--- config.mk ---
export PLATFORM = sky130hd
export DESIGN_NAME = trng_word_ctrl
export DESIGN_NICKNAME = d
export VERILOG_FILES = /design/src/rtl/trng_word_ctrl.sv
export SDC_FILE = /design/constraint.sdc
export NUM_CORES = 1
export LEC_CHECK = 0
export ABC_CLOCK_PERIOD_IN_PS = 5000
export BUFFER_PORTS_ARGS = -buffer_cell sky130_fd_sc_hd__buf_2
export CORE_ASPECT_RATIO = 0.75
export CORE_UTILIZATION = 45
export DETAILED_ROUTE_END_ITERATION = 6
export MAX_ROUTING_LAYER = met4
export PLACE_DENSITY_LB_ADDON = 0.05
export REMOVE_ABC_BUFFERS = 1
export SETUP_SLACK_MARGIN = 0.5
export SYNTH_ARGS = -nofsm -noshare
export SYNTH_HDL_FRONTEND = slang
export SYNTH_SLANG_ARGS = --single-unit
--- constraint.sdc ---
create_clock -name i_clk -period 5 [get_ports i_clk]
set_clock_uncertainty 0.15 [all_clocks]
set_input_delay 1 -clock i_clk [delete_from_list [all_inputs] [get_ports i_clk]]
set_output_delay 1 -clock i_clk [all_outputs]
set_load 0.02 [all_outputs]
--- src/rtl/trng_word_ctrl.sv ---
// -----------------------------------------------------------------------------
// trng_word_ctrl
//
// Purpose
//   Sequencer that sits between trng_top and a word consumer. It enables the
//   TRNG, throws away a warm-up run of bits after every enable, packs WORD_W
//   valid bits into a word (first-received bit ends up in the MSB) and offers
//   that word on a valid/ready port. A repetition-count health test watches
//   every accepted raw bit. A run of RC_LIMIT identical bits latches a sticky
//   fault that shuts the TRNG down until the fault is cleared.
//
// Ports
//   i_clk           in   1       system clock, rising edge
//   i_rst           in   1       asynchronous, active-high reset
//   i_run           in   1       level, 1 = keep producing words
//   i_clr_fault     in   1       pulse, leaves FAULT (ignored elsewhere)
//   o_trng_enable   out  1       drives trng_top.enable
//   i_random_bit    in   1       trng_top.random_bit
//   i_random_valid  in   1       trng_top.random_valid, 1-cycle strobe per bit
//   o_word_out      out  WORD_W  assembled word, first-received bit in MSB
//   o_word_valid    out  1       o_word_out is valid
//   i_word_ready    in   1       consumer takes the word on valid && ready
//   o_health_fail   out  1       sticky fault flag
//   o_ctrl_state    out  3       IDLE=0 WARMUP=1 COLLECT=2 HOLD=3 FAULT=4
//
// Parameters
//   WORD_W       output word width, >= 2
//   WARMUP_BITS  valid bits discarded after each enable, >= 1
//   RC_LIMIT     consecutive identical bits that declare a fault, >= 2
// -----------------------------------------------------------------------------
module trng_word_ctrl #(
    parameter int WORD_W      = 32,
    parameter int WARMUP_BITS = 64,
    parameter int RC_LIMIT    = 16
) (
    input  logic              i_clk,
    input  logic              i_rst,
    input  logic              i_run,
    input  logic              i_clr_fault,
    output logic              o_trng_enable,
    input  logic              i_random_bit,
    input  logic              i_random_valid,
    output logic [WORD_W-1:0] o_word_out,
    output logic              o_word_valid,
    input  logic              i_word_ready,
    output logic              o_health_fail,
    output logic [2:0]        o_ctrl_state
);

    // Counter widths are sized so that each counter can hold its terminal
    // value without wrapping.
    localparam int WC_W = $clog2(WARMUP_BITS + 1);
    localparam int BC_W = $clog2(WORD_W + 1);
    localparam int RC_W = $clog2(RC_LIMIT + 1);

    localparam logic [WC_W-1:0] WARM_LAST = WC_W'(WARMUP_BITS - 1);
    localparam logic [BC_W-1:0] BIT_LAST  = BC_W'(WORD_W - 1);
    localparam logic [RC_W-1:0] RC_MAX    = RC_W'(RC_LIMIT);
    localparam logic [RC_W-1:0] RC_ONE    = RC_W'(1);

    typedef enum logic [2:0] {
        ST_IDLE    = 3'd0,
        ST_WARMUP  = 3'd1,
        ST_COLLECT = 3'd2,
        ST_HOLD    = 3'd3,
        ST_FAULT   = 3'd4
    } state_t;

    // -------------------------------------------------------------------------
    // Registers
    // -------------------------------------------------------------------------
    state_t            r_state;
    logic [WC_W-1:0]   r_warm_cnt;
    logic [BC_W-1:0]   r_bit_cnt;
    logic [RC_W-1:0]   r_rep_cnt;
    logic              r_last_bit;
    logic [WORD_W-2:0] r_shreg;
    logic [WORD_W-1:0] r_word_out;
    logic              r_word_valid;
    logic              r_trng_enable;
    logic              r_health_fail;

    // -------------------------------------------------------------------------
    // Combinational helpers
    // -------------------------------------------------------------------------
    state_t            w_state_nxt;
    logic              w_active;
    logic              w_accept;
    logic [RC_W-1:0]   w_rep_nxt;
    logic              w_fault;
    logic              w_handshake;
    logic              w_start;
    logic              w_load_word;
    logic              w_shift;
    logic [WORD_W-1:0] w_shreg_full;
    logic              w_enable_nxt;
    logic              w_valid_nxt;
    logic              w_fail_nxt;

    assign w_active    = (r_state == ST_WARMUP) || (r_state == ST_COLLECT) ||
                         (r_state == ST_HOLD);
    assign w_accept    = i_random_valid && w_active;
    assign w_handshake = r_word_valid && i_word_ready;

    // The shift register only keeps WORD_W-1 bits; the bit arriving with the
    // strobe completes the word, so the full word is formed here.
    assign w_shreg_full = {r_shreg, i_random_bit};

    // Repetition count that the current accepted bit would produce. A count
    // of zero marks "no bit seen since the last warm-up entry".
    always_comb begin
        w_rep_nxt = RC_ONE;
        if ((r_rep_cnt != '0) && (i_random_bit == r_last_bit)) begin
            if (r_rep_cnt == RC_MAX) begin
                w_rep_nxt = RC_MAX;
            end else begin
                w_rep_nxt = r_rep_cnt + RC_ONE;
            end
        end
    end

    assign w_fault = w_accept && (w_rep_nxt == RC_MAX);

    // -------------------------------------------------------------------------
    // State register
    // -------------------------------------------------------------------------
    always_ff @(posedge i_clk or posedge i_rst) begin
        if (i_rst) begin
            r_state <= ST_IDLE;
        end else begin
            r_state <= w_state_nxt;
        end
    end

    // -------------------------------------------------------------------------
    // Next-state logic. Fault detection beats run=0, which beats word
    // completion and the handshake.
    // -------------------------------------------------------------------------
    always_comb begin
        w_state_nxt = r_state;
        case (r_state)
            ST_IDLE: begin
                if (i_run) begin
                    w_state_nxt = ST_WARMUP;
                end
            end
            ST_WARMUP, ST_COLLECT, ST_HOLD: begin
                if (w_fault) begin
                    w_state_nxt = ST_FAULT;
                end else if (!i_run) begin
                    w_state_nxt = ST_IDLE;
                end else begin
                    case (r_state)
                        ST_WARMUP: begin
                            if (w_accept && (r_warm_cnt == WARM_LAST)) begin
                                w_state_nxt = ST_COLLECT;
                            end
                        end
                        ST_COLLECT: begin
                            if (w_accept && (r_bit_cnt == BIT_LAST)) begin
                                w_state_nxt = ST_HOLD;
                            end
                        end
                        default: begin
                            if (w_handshake) begin
                                w_state_nxt = ST_COLLECT;
                            end
                        end
                    endcase
                end
            end
            ST_FAULT: begin
                if (i_clr_fault) begin
                    w_state_nxt = ST_IDLE;
                end
            end
            default: begin
                w_state_nxt = ST_IDLE;
            end
        endcase
    end

    // -------------------------------------------------------------------------
    // Output / datapath control decode. Registered outputs are decoded from
    // the next state so that they line up with o_ctrl_state after each edge.
    // -------------------------------------------------------------------------
    always_comb begin
        w_enable_nxt = (w_state_nxt == ST_WARMUP) || (w_state_nxt == ST_COLLECT) ||
                       (w_state_nxt == ST_HOLD);
        w_valid_nxt  = (w_state_nxt == ST_HOLD);
        w_fail_nxt   = (w_state_nxt == ST_FAULT);
        w_start      = (r_state == ST_IDLE) && (w_state_nxt == ST_WARMUP);
        w_load_word  = (r_state == ST_COLLECT) && (w_state_nxt == ST_HOLD);
        // The bit that trips the health test never enters the word.
        w_shift      = (r_state == ST_COLLECT) && w_accept && !w_fault;
    end

    // -------------------------------------------------------------------------
    // Counters, health test and word assembly
    // -------------------------------------------------------------------------
    always_ff @(posedge i_clk or posedge i_rst) begin
        if (i_rst) begin
            r_warm_cnt    <= '0;
            r_bit_cnt     <= '0;
            r_rep_cnt     <= '0;
            r_last_bit    <= 1'b0;
            r_shreg       <= '0;
            r_word_out    <= '0;
            r_word_valid  <= 1'b0;
            r_trng_enable <= 1'b0;
            r_health_fail <= 1'b0;
        end else begin
            r_word_valid  <= w_valid_nxt;
            r_trng_enable <= w_enable_nxt;
            r_health_fail <= w_fail_nxt;

            // Warm-up count only lives inside WARMUP; it restarts on entry.
            if (w_start || (w_state_nxt != ST_WARMUP)) begin
                r_warm_cnt <= '0;
            end else if ((r_state == ST_WARMUP) && w_accept) begin
                r_warm_cnt <= r_warm_cnt + WC_W'(1);
            end

            // Bit count restarts whenever COLLECT is (re)entered, so bits
            // strobed during HOLD or the handshake cycle never count.
            if ((r_state != ST_COLLECT) || (w_state_nxt != ST_COLLECT)) begin
                r_bit_cnt <= '0;
            end else if (w_accept) begin
                r_bit_cnt <= r_bit_cnt + BC_W'(1);
            end

            // The repetition count spans WARMUP/COLLECT/HOLD and is only
            // restarted by a fresh enable.
            if (w_start) begin
                r_rep_cnt  <= '0;
                r_last_bit <= 1'b0;
            end else if (w_accept) begin
                r_rep_cnt  <= w_rep_nxt;
                r_last_bit <= i_random_bit;
            end

            if (w_shift) begin
                r_shreg <= w_shreg_full[WORD_W-2:0];
            end

            if (w_load_word) begin
                r_word_out <= w_shreg_full;
            end
        end
    end

    assign o_ctrl_state  = r_state;
    assign o_trng_enable = r_trng_enable;
    assign o_word_out    = r_word_out;
    assign o_word_valid  = r_word_valid;
    assign o_health_fail = r_health_fail;

endmodule
==> impl_metrics.py <==
metrics = {
    "synthesis": {
        "synth_area_leaders": "sky130_fd_sc_hd__dfrtp_1, sky130_fd_sc_hd__mux2_2, sky130_fd_sc_hd__mux2_1",
        "synth_async_sr_flop_share_pct": 100,
        "synthDominantAreaCellType": "sky130_fd_sc_hd__dfrtp_1",
        "synthesis.instances": 281,
        "yosys.area.top_type_share_pct": 59.2,
        "post_synth_instance_area_um2": 3720,
        "netlist_top_cells_count": "sky130_fd_sc_hd__dfrtp_1, sky130_fd_sc_hd__mux2_2, sky130_fd_sc_hd__mux2_1",
        "synth-seq-area-share_pct": 59.2,
        "synth_flop_cell": "sky130_fd_sc_hd__dfrtp_1",
        "yosys_warnings": 0,
        "yosysMostFrequentCell": "sky130_fd_sc_hd__dfrtp_1",
        "syn_area_per_cell_um2": 13.2,
        "synth-edff-count": 0,
        "postSynthRegisterBits": 88,
        "yosysUniqueCellTypes": 38,
    },
    "clock_network": {
        "post_cts_resized": 0,
        "clkSinkCount": 88,
        "cts_hold_buffers": 0,
        "clock_latency_ps": 350,
        "cts.root.buffer_cell": "sky130_fd_sc_hd__clkbuf_8",
        "cts_tree": "done",
        "cts_buffer_depth": 2,
        "cts_inserted_buffers": 9,
        "clkSlewWorstSetupHoldPaths_ps": 80,
        "cts.htree.levels": 3,
        "cts_setup_buffers": 0,
    },
    "global_routing": {
        "global_route.usage.met2_pct": 24.1,
        "grt_util_all_layers_pct": 16.5,
        "grt.met1_usage_pct": 22.7,
        "pin_count_of_the_biggest_net_entering_global_routing": 61,
        "globalRoute.busiestLayer": "met2",
        "first_global_vias": 2232,
        "grt_antenna_before_repair": 0,
        "grt-ovfl-total": 0,
        "global_route_wire_length_before_repair_mm": 10.8,
        "grtUsageMet3_pct": 4.09,
    },
    "finish": {
        "area.growth.synth_to_final_pct": 13.6,
        "drive_gt1_share_pct": 29.9,
        "n_fill_cell": 697,
        "layout_net_count": 341,
        "n_antenna_cell": 0,
    },
    "critical_path": {
        "path_buf_inv": 2,
        "rr_endpoint": "o_word_out[25]$_DFFE_PP0P_",
        "critical_path_cell_by_cell": "inv_1 > ha_1 > nor3b_1 > mux2_2 > o2111a_1 > nor4_4 > buf_4 > mux2_1",
        "r2r_setup_slack_ps": 2100,
        "start_kind": "flop",
        "data_arrival_critical_path_ps": 2970,
        "worstPathMaxFanout": 32,
        "worst_path_dominant_cell_family": "multiplexers",
        "timing_worst_setup_path_type": "flop to flop",
        "rr_worst_depth": 8,
        "cpMaxStageDelayCell": "sky130_fd_sc_hd__dfrtp_1",
        "slowest_delay_ps": 450,
        "worst_r2r_startpoint": "r_rep_cnt[0]$_DFFE_PP0P_",
        "timing.critical_path.required_ps": 5070,
        "worstSetupEndpointType": "flop",
    },
    "timing": {
        "max_freq_mhz": 345,
        "final.min_clock_period_ps": 2900,
        "setup_viol": 0,
        "whs_ps": 335,
        "worst_margin_pin_slew_ps": 1030,
        "fin_crit_sh_pct": 58.0,
        "totalNegativeSetupSlack_ps": 0,
        "fin_hold_viols": 0,
        "timing.max_slew.rel_slack_pct": 31.3,
        "rsz0062_at_grt": "false",
        "final_max_slew_viol_count": 0,
    },
    "detailed_routing": {
        "drt-total-wl_mm": 6.24,
        "detailroute.via_count": 2248,
        "drtPass1Iterations": 4,
        "detail-route-antenna-nets": 0,
        "drc_errors": 0,
        "first_iter_violations": 101,
        "wl_per_cell_um": 14.2,
        "viasPerCell": 5.11,
    },
    "floorplan": {
        "ioPinCount": 45,
        "dieArea_um2": 8640,
        "fp.dieW_um": 107,
        "core-area_um2": 7950,
        "die_height_um": 80.8,
        "initial_core_util_pct": 46.8,
        "placement_rows": 28,
    },
    "min_path": {
        "hold_path_startpoint": "o_word_out[27]$_DFFE_PP0P_",
        "timing.hold.worst_endpoint": "o_word_out[27]$_DFFE_PP0P_",
        "hold_class": "flop to flop",
        "number_of_instances_on_the_worst_hold_path": 1,
    },
    "outcome": {
        "status": "finished clean",
    },
    "placed_design": {
        "hpwl_mm": 4.03,
        "port_buffers": 44,
        "gp_congestion": 0.814,
    },
    "power_and_ir_drop": {
        "power.density_nw_per_um2": 325,
        "vdd.ir_drop.worst_mv": 0.153,
        "power.leakage_nw": 2.15,
        "fin_total_pwr_mw": 1.37,
    },
    "flow_run": {
        "maxCapViolations": 0,
    },
}
## power by group
part	internal, mW	switching (mW)	leakage (nW)
Clock	0.234	0.248	0.0872
Combinational	0.0514	0.0748	0.840
Sequential	0.739	0.0262	1.22
Total	1.02	0.349	2.15
## layout by cell type, fill, tap and decap left out, types with 5 or more instances in the layout
cell type                  count
sky130_fd_sc_hd__mux2_1       30
sky130_fd_sc_hd__nand4_1       7
sky130_fd_sc_hd__dfrtp_1      88
sky130_fd_sc_hd__o21ai_0       5
sky130_fd_sc_hd__nor2_1       22
sky130_fd_sc_hd__xor2_1        6
sky130_fd_sc_hd__nand2_1      19
sky130_fd_sc_hd__buf_2        44
sky130_fd_sc_hd__a21oi_1       9
sky130_fd_sc_hd__xnor2_1       6
sky130_fd_sc_hd__mux2_2       34
sky130_fd_sc_hd__clkbuf_8      9
## per-stage QoR
step | area, um2 | utilization [%] | setup slack [ps] | cells
after floorplan | 3660 | - | 1320 | 272
after global placement | 4040 | 50.8 | 1780 | 424
after detailed placement | 4040 | 50.8 | 1740 | 424
after CTS | 4230 | 53.2 | 2050 | 440
after global routing | 4230 | 53.2 | 1840 | 440
final | 4230 | 53.2 | 2100 | 440
## flip-flops by register name, indices dropped and copies added, names as in the netlist
name,cells
o_word_out,32
r_shreg,31
r_warm_cnt,7
r_bit_cnt,6
r_rep_cnt,5
o_ctrl_state,3
o_health_fail,1
o_trng_enable,1
o_word_valid,1
r_last_bit,1
## metal layers
metal / up-vias / wire [um]
li1: 1096 / -
met1: 1099 / 3290
met2: 43 / 2650
met3: 10 / 218
met5: - / 0
met4: 0 / 82
## worst reg2reg max path: stages (launching register included)
cell,delay (ps)
sky130_fd_sc_hd__dfrtp_1,450
sky130_fd_sc_hd__inv_1,120
sky130_fd_sc_hd__ha_1,190
sky130_fd_sc_hd__nor3b_1,200
sky130_fd_sc_hd__mux2_2,370
sky130_fd_sc_hd__o2111a_1,220
sky130_fd_sc_hd__nor4_4,260
sky130_fd_sc_hd__buf_4,430
sky130_fd_sc_hd__mux2_1,400
## cells by family after synthesis
family                     share of synthesized area [%]
DFF                                                 59.2
muxes                                               19.6
xor gates and xnor gates                            3.26
buffers and inverters                               1.92
and+or+nand+nor                                     10.7
adders and majority gates                           1.35
AOI/OAI and AO/OA                                   3.93
## cell type report
cell class | instances | area, um2 | share of cell area [%]
flip-flops and latches | 88 | 2200 | 52.1
multi-input cells | 181 | 1450 | 34.3
inverters | 3 | 12.5 | 0.296
well taps | 105 | 131 | 3.11
clock inverters | 4 | 53.8 | 1.27
clock buffers | 12 | 135 | 3.20
repair buffers | 47 | 243 | 5.74
## how the worst max path moves through the flow
| stage | startpoint | to | slack [ps] | cells past startpoint |
|---|---|---|---|---|
| after floorplan | i_random_bit | r_shreg[0]$_DFFE_PP0P_ | 1320 | 5 |
| after global placement | i_random_bit | o_word_out[31]$_DFFE_PP0P_ | 1780 | 7 |
| after detailed placement | i_random_bit | o_word_out[30]$_DFFE_PP0P_ | 1740 | 7 |
| after CTS | r_rep_cnt[0]$_DFFE_PP0P_ | o_word_out[25]$_DFFE_PP0P_ | 2050 | 8 |
| after global routing | r_rep_cnt[0]$_DFFE_PP0P_ | o_word_out[25]$_DFFE_PP0P_ | 1840 | 8 |
| final | r_rep_cnt[0]$_DFFE_PP0P_ | o_word_out[25]$_DFFE_PP0P_ | 2100 | 8 |
(Power assumes the default switching activity.)
